$ cat config.mk
export PLATFORM = sky130hd
export DESIGN_NAME = piso_serializer
export DESIGN_NICKNAME = d
export VERILOG_FILES = /design/src/rtl/piso_serializer.sv
export SDC_FILE = /design/constraint.sdc
export NUM_CORES = 1
export LEC_CHECK = 0
export CORE_AREA = 3 3 40 42
export CTS_CLUSTER_DIAMETER = 120
export DETAILED_ROUTE_END_ITERATION = 8
export DIE_AREA = 0 0 43 45
export SLEW_MARGIN = 40
export SYNTH_ARGS = -nofsm -noshare
export SYNTH_HDL_FRONTEND = slang
export SYNTH_SLANG_ARGS = --single-unit
export TNS_END_PERCENT = 50
$ cat constraint.sdc
create_clock -name clock -period 1.6 [get_ports clock]
set_input_delay 0.24 -clock clock [delete_from_list [all_inputs] [get_ports clock]]
set_output_delay 0.24 -clock clock [all_outputs]
set_load 0.02 [all_outputs]
$ cat src/rtl/piso_serializer.sv
// piso_serializer: transmit end of the serial bit-stream link.
// Loads a word on valid/ready, emits one bit per shift_enable edge, then pulses done.
module piso_serializer #(
  parameter int WIDTH     = 4,
  parameter bit MSB_FIRST = 1'b1
) (
  input  logic             clock,
  input  logic             reset,
  input  logic             load_valid,
  output logic             load_ready,
  input  logic [WIDTH-1:0] load_data,
  input  logic             shift_enable,
  output logic             serial_out,
  output logic             frame_active,
  output logic             done
);

  localparam int CW = $clog2(WIDTH);
  localparam logic [CW-1:0] LAST = CW'(WIDTH - 1);

  typedef enum logic {
    IDLE,
    SHIFT
  } state_t;

  state_t           state_q;
  state_t           state_d;
  logic [WIDTH-1:0] shreg_q;
  logic [WIDTH-1:0] shreg_nx;
  logic [CW-1:0]    count_q;
  logic             done_q;
  logic             accept;
  logic             advance;
  logic             last;
  logic             head_bit;

  always_comb begin
    state_d = state_q;
    accept  = 1'b0;
    advance = 1'b0;
    last    = 1'b0;
    unique case (state_q)
      IDLE: begin
        if (load_valid) begin
          accept  = 1'b1;
          state_d = SHIFT;
        end
      end
      SHIFT: begin
        if (shift_enable) begin
          if (count_q == LAST) begin
            last    = 1'b1;
            state_d = IDLE;
          end else begin
            advance = 1'b1;
          end
        end
      end
      default: state_d = IDLE;
    endcase
  end

  always_ff @(posedge clock or posedge reset) begin
    if (reset) begin
      state_q <= IDLE;
    end else begin
      state_q <= state_d;
    end
  end

  // Shift toward the output end with zero fill.
  assign shreg_nx = MSB_FIRST ? {shreg_q[WIDTH-2:0], 1'b0}
                              : {1'b0, shreg_q[WIDTH-1:1]};
  assign head_bit = MSB_FIRST ? shreg_q[WIDTH-1] : shreg_q[0];

  always_ff @(posedge clock or posedge reset) begin
    if (reset) begin
      shreg_q <= '0;
      count_q <= '0;
      done_q  <= 1'b0;
    end else begin
      done_q <= last;
      if (accept) begin
        shreg_q <= load_data;
        count_q <= '0;
      end else if (advance) begin
        shreg_q <= shreg_nx;
        count_q <= count_q + 1'b1;
      end
    end
  end

  assign load_ready   = (state_q == IDLE);
  assign frame_active = (state_q == SHIFT);
  assign serial_out   = frame_active & head_bit;
  assign done         = done_q;

endmodule

Word-level counts from Yosys, hierarchy flattened. Cells that the tools add are included.

Bits in registers: 8. Latch bits: 0. Bits in writable memories: 0. Memory bits (read-only): 0. Bits of input ports: 8. Output and inout port bits: 4. Logic and storage cells: 23. Memories: 0.

Add/sub/neg operators: 1. Multipliers: 0. Divide/modulo/power cells: 0. Magnitude comparators: 0. Equal/unequal tests: 1. Shift-type cells: 0. Multiplexer cells: 14. Bitwise gates (word level): 2. Reductions and logical operators: 1.

Operator list (number): two-way mux 1 bit (9); two-way mux 4 bit (2); two-way mux 2 bit (2); adder 2 x 1 -> 2 bit (second input constant) (1); == test 2 bit (second input constant) (1); one-hot mux 1 bit (2 select lines) (1); nonzero test 2 bit (1); bitwise AND 1 bit (1); inverter 1 bit (1).

Logic depth before layout (Yosys ltp).
Depth after elaboration: 6. Gate-level depth with buffers: 4. Gate-level depth less buffers: 4.

Least setup slack after synthesis. OpenSTA, ideal clock, no wires.

Path type: flip-flop to flip-flop. Start: reg count_q[0]. End: reg count_q[0]. Library setup time: 129 ps. Arrival: 994 ps. Required time: 1471 ps. Setup slack: 477 ps. Stages on the path, launching flop included: 5. Buffers on the path: 0. Period minus slack after synthesis: 1123 ps. Path through: dfrtp_1 ha_1 nand3b_1 nand3_1 o21ai_0.

Longest elaborated chain between the ends: 5. Elaborated cells on any way between the ends: 8. Those cells by class: add/sub: 1; eq/ne: 1; mux: 5; reduce/logical: 1.

Ends and longest elaborated chain: start: declaration (RTL line 30) `logic [CW-1:0] count_q;`; start signal: assignment (RTL line 88) `count_q <= count_q + 1'b1;`; == test 2 bit (RTL line 51) `if (count_q == LAST) begin`; two-way mux 1 bit (RTL line 51); two-way mux 1 bit (RTL line 50) `if (shift_enable) begin`; two-way mux 1 bit (RTL line 42) `unique case (state_q)`; nonzero test 2 bit (no source line).

Several ways; a longest one is shown, not always the timed one. The select of a mux whose other input is x is not followed. A chain may end at the register's enable or synchronous reset.

Worst setup path in the final report.
Start: reg done_q, in the netlist done. End: out done.

RTL lines: start: declaration (RTL line 31) `logic done_q;`; start signal: assignment (RTL line 82) `done_q <= last;`; end: declaration (RTL line 15) `output logic done`.

No word-level cell between the ends.

==> metrics.md <==
| Metric | Value |
|---|---|
| Status | finished, final reports clean |
| IO Port Bufs | 11 |
| Via-per-instance ratio | 4.493 |
| WS Path Type | flip-flop to output pin |
| Post-route ant nets | 0 |
| Yosys reg bits | 8 |
| Clk slew on worst S/H paths | 0.05 ns |
| EDFF count, synth | 0 |
| Final Skew | 0.002427 ns |
| Max-Cap Viols | 0 |
| Site Rows | 13 |
| Register-to-register setup slack | 0.32 ns |
| Synth top area share | 55.17% |
| Register area share after synthesis | 55.17% |
| Most instantiated cells after synthesis | 8 x dfrtp_1, 8 x nand2_1, 5 x nor2_1 |
| M2 GR Usage | 13.47% |
| Final Max Slew Viols | 0 |
| CTS Buffer Depth | 2 |
| Crit path max fanout | 1 |
| Full die area | 0.001935 mm^2 |
| RSZ-0062 raised after global routing | no |
| Hold_ws | 0.2312 ns |
| First-pass detailed-route iteration total | 2 |
| CTS tree | built |
| Clk_lat worst skew | 0.25 ns |
| Antenna Cells | 0 |
| Final number of setup-violating endpoints | 0 |
| GPL Wtd Cong | 0.6585 |
| Synthesized Nets | 48 |
| CP required | 1.36 ns |
| DR DRC count | 0 |
| Largest net degree at the start of global routing | 11 |
| Max transition margin | 76.11% |
| Final Cycle Share | 88.88% |
| Worst path bufs/invs | 1 |
| Hold Crit Class | input pin to async pin |
| YS warnings | 0 |
| Crit-path max cell delay | 0.60 ns |
| FMAX | 703.2 MHz |
| Die Y | 45 um |
| Area grow syn2layout | 39.66% |
| Top post-synthesis cells by area | dfrtp_1 55%, nand2_1 8.3%, a31oi_1 5.2% |
| Least-Margin Pin Slew | 0.3584 ns |
| Vias in the first global route | 291 |
| 1st-iter DRT viols | 5 |
| CP max stage cell | clkdlybuf4s50_1 |
| Gr usage total | 9.336% |
| Hold_buf cts | 0 |
| CTS root buffer | clkbuf_4 |
| GRT busiest layer | met2 |
| PD cells | 1538 mW/mm^2 |
| Critical Path Sink Type | output pin |
| Cell Area, Placed | 484.2 um^2 |
| Nets | 63 |
| Synthesized cell area | 362.8 um^2 |
| Primary flip-flop cell chosen by synthesis mapping | dfrtp_1 |
| Fin crit period | 1.422 ns |
| Peak supply drop | 0.6348 mV |
| Ports | 12 |
| Crit path max-delay family | buffers and inverters |
| Share of cells above drive strength 1 | 11.54% |
| Met3 GRT Util | 5.179% |
| LEAKAGE | 0.2476 nW |
| Initial Util | 28.24% |
| Setup crit start kind | flip-flop |
| Syn Area/Cell | 9.304 um^2 |
| Mapped Cells | 39 |
| Final core utilization | 39.44% |
| TNS Setup | 0 ns |
| Routed vias | 301 |
| First-pass GRT wire length | 1262 um |
| Final Hold Viols | 0 |
| Total core area | 0.001285 mm^2 |
| Critical Path AT | 1.18 ns |
| Final Routed Wirelength | 765 um |
| Largest area contributor in the netlist | dfrtp_1 |
| Final instance area | 506.7 um^2 |
| DP HPWL | 574.3 um |
| Number of antenna violations at the first check in global routing | 0 |
| Grt ovf | 0 |
| TritonCTS Buffers | 3 |
| Die X | 43 um |
| Grt met1 use | 10.92% |
| H-Tree Depth | 1 |
| Async set or reset register ratio after synthesis | 100.0% |
| WL/cell | 11.42 um |
| Yosys cell types | 14 |
| # clock sinks | 8 |
| Crit-path cells | clkdlybuf4s50_1 |
[worst reg2reg max path: cells and delay by family (launching register included)]
| family | cells | cell delay (ns) |
|---|---|---|
| DFF | 1 | 0.39 |
| AOI/OAI and AO/OA | 1 | 0.09 |
| and+or+nand+nor | 2 | 0.43 |
| adders and majority gates | 1 | 0.23 |
[sequential cells by signal, indices dropped and copies added (netlist names)]
register and flops:
shreg_q 4, count_q 2, done 1, frame_active 1
[path summary, 6_finish.rpt]
| path | startpoint | endpoint | depth (start not counted) |
|---|---|---|---|
| max in group asynchronous | reset | count_q[1]$_DFFE_PP0P_ | 2 |
| min in group clock | shreg_q[0]$_DFFE_PP0P_ | shreg_q[0]$_DFFE_PP0P_ | 2 |
| max reg2reg | count_q[0]$_DFFE_PP0P_ | shreg_q[3]$_DFFE_PP0P_ | 4 |
| max | done$_DFF_PP0_ | done | 1 |
| min | reset | shreg_q[2]$_DFFE_PP0P_ | 2 |
| min reg2reg | shreg_q[0]$_DFFE_PP0P_ | shreg_q[0]$_DFFE_PP0P_ | 2 |
[layout by cell type, fill, tap and decap left out]
cell type,count
a31oi_1,3
and2_2,1
and3_2,1
and3b_2,1
clkbuf_4,3
clkdlybuf4s50_1,8
dfrtp_1,8
dlygate4sd2_1,2
dlymetal6s2s_1,1
ha_1,1
inv_1,3
nand2_1,8
nand2b_1,1
nand3_1,3
nand3b_1,1
nor2_1,5
o21ai_0,2
[per-layer routing]
metal | vias to the layer above | routed length [um]
met5 | - | 0
met4 | 0 | 18
met3 | 4 | 79
met2 | 13 | 335
met1 | 130 | 331
li1 | 154 | -
[cell families (layout without fill, tap and decap cells)]
logic type / after synthesis / in the layout / synth area share (%)
fa+ha+maj: 1 / 1 / 3.448
simple gates: 21 / 21 / 28.28
compound gates: 5 / 5 / 7.932
flops: 8 / 8 / 55.17
buf+inv: 4 / 17 / 5.173
[area by class of cell]
cell class | count | area [um^2]
Fill cell | 142 | 778.2
Sequential cell | 8 | 200.2
Multi-Input combinational cell | 27 | 143.9
Timing Repair Buffer | 11 | 110.1
Clock buffer | 3 | 22.52
Tap cell | 15 | 18.77
Inverter | 3 | 11.26
[report_power, final]
group / internal, mW / switching (mW)
registers: 0.278 / 0.0476
clock network: 0.0858 / 0.0678
logic: 0.139 / 0.161
total: 0.503 / 0.276
[metrics by stage]
stage | cells | setup WS, ns | total power, mW
floorplan | 39 | 0.4771 | 0.5259
CTS | 67 | 0.02889 | 0.7927
detailed placement | 64 | 0.1841 | 0.6484
global placement | 64 | 0.2035 | 0.6367
global route | 67 | 0.1078 | 0.8459
finish | 67 | 0.1780 | 0.7794
[timing repair]
action / 4_1_cts / 5_1_grt
resized for setup: 2 / 1
setup endpoints to repair: 2 / 1
buffers inserted: 0 / 0
endpoints found under the hold margin: 0 / 0
cloned: 0 / 0
pin swaps: 0 / 0
No activity file was read; power rests on OpenSTA's default activity.
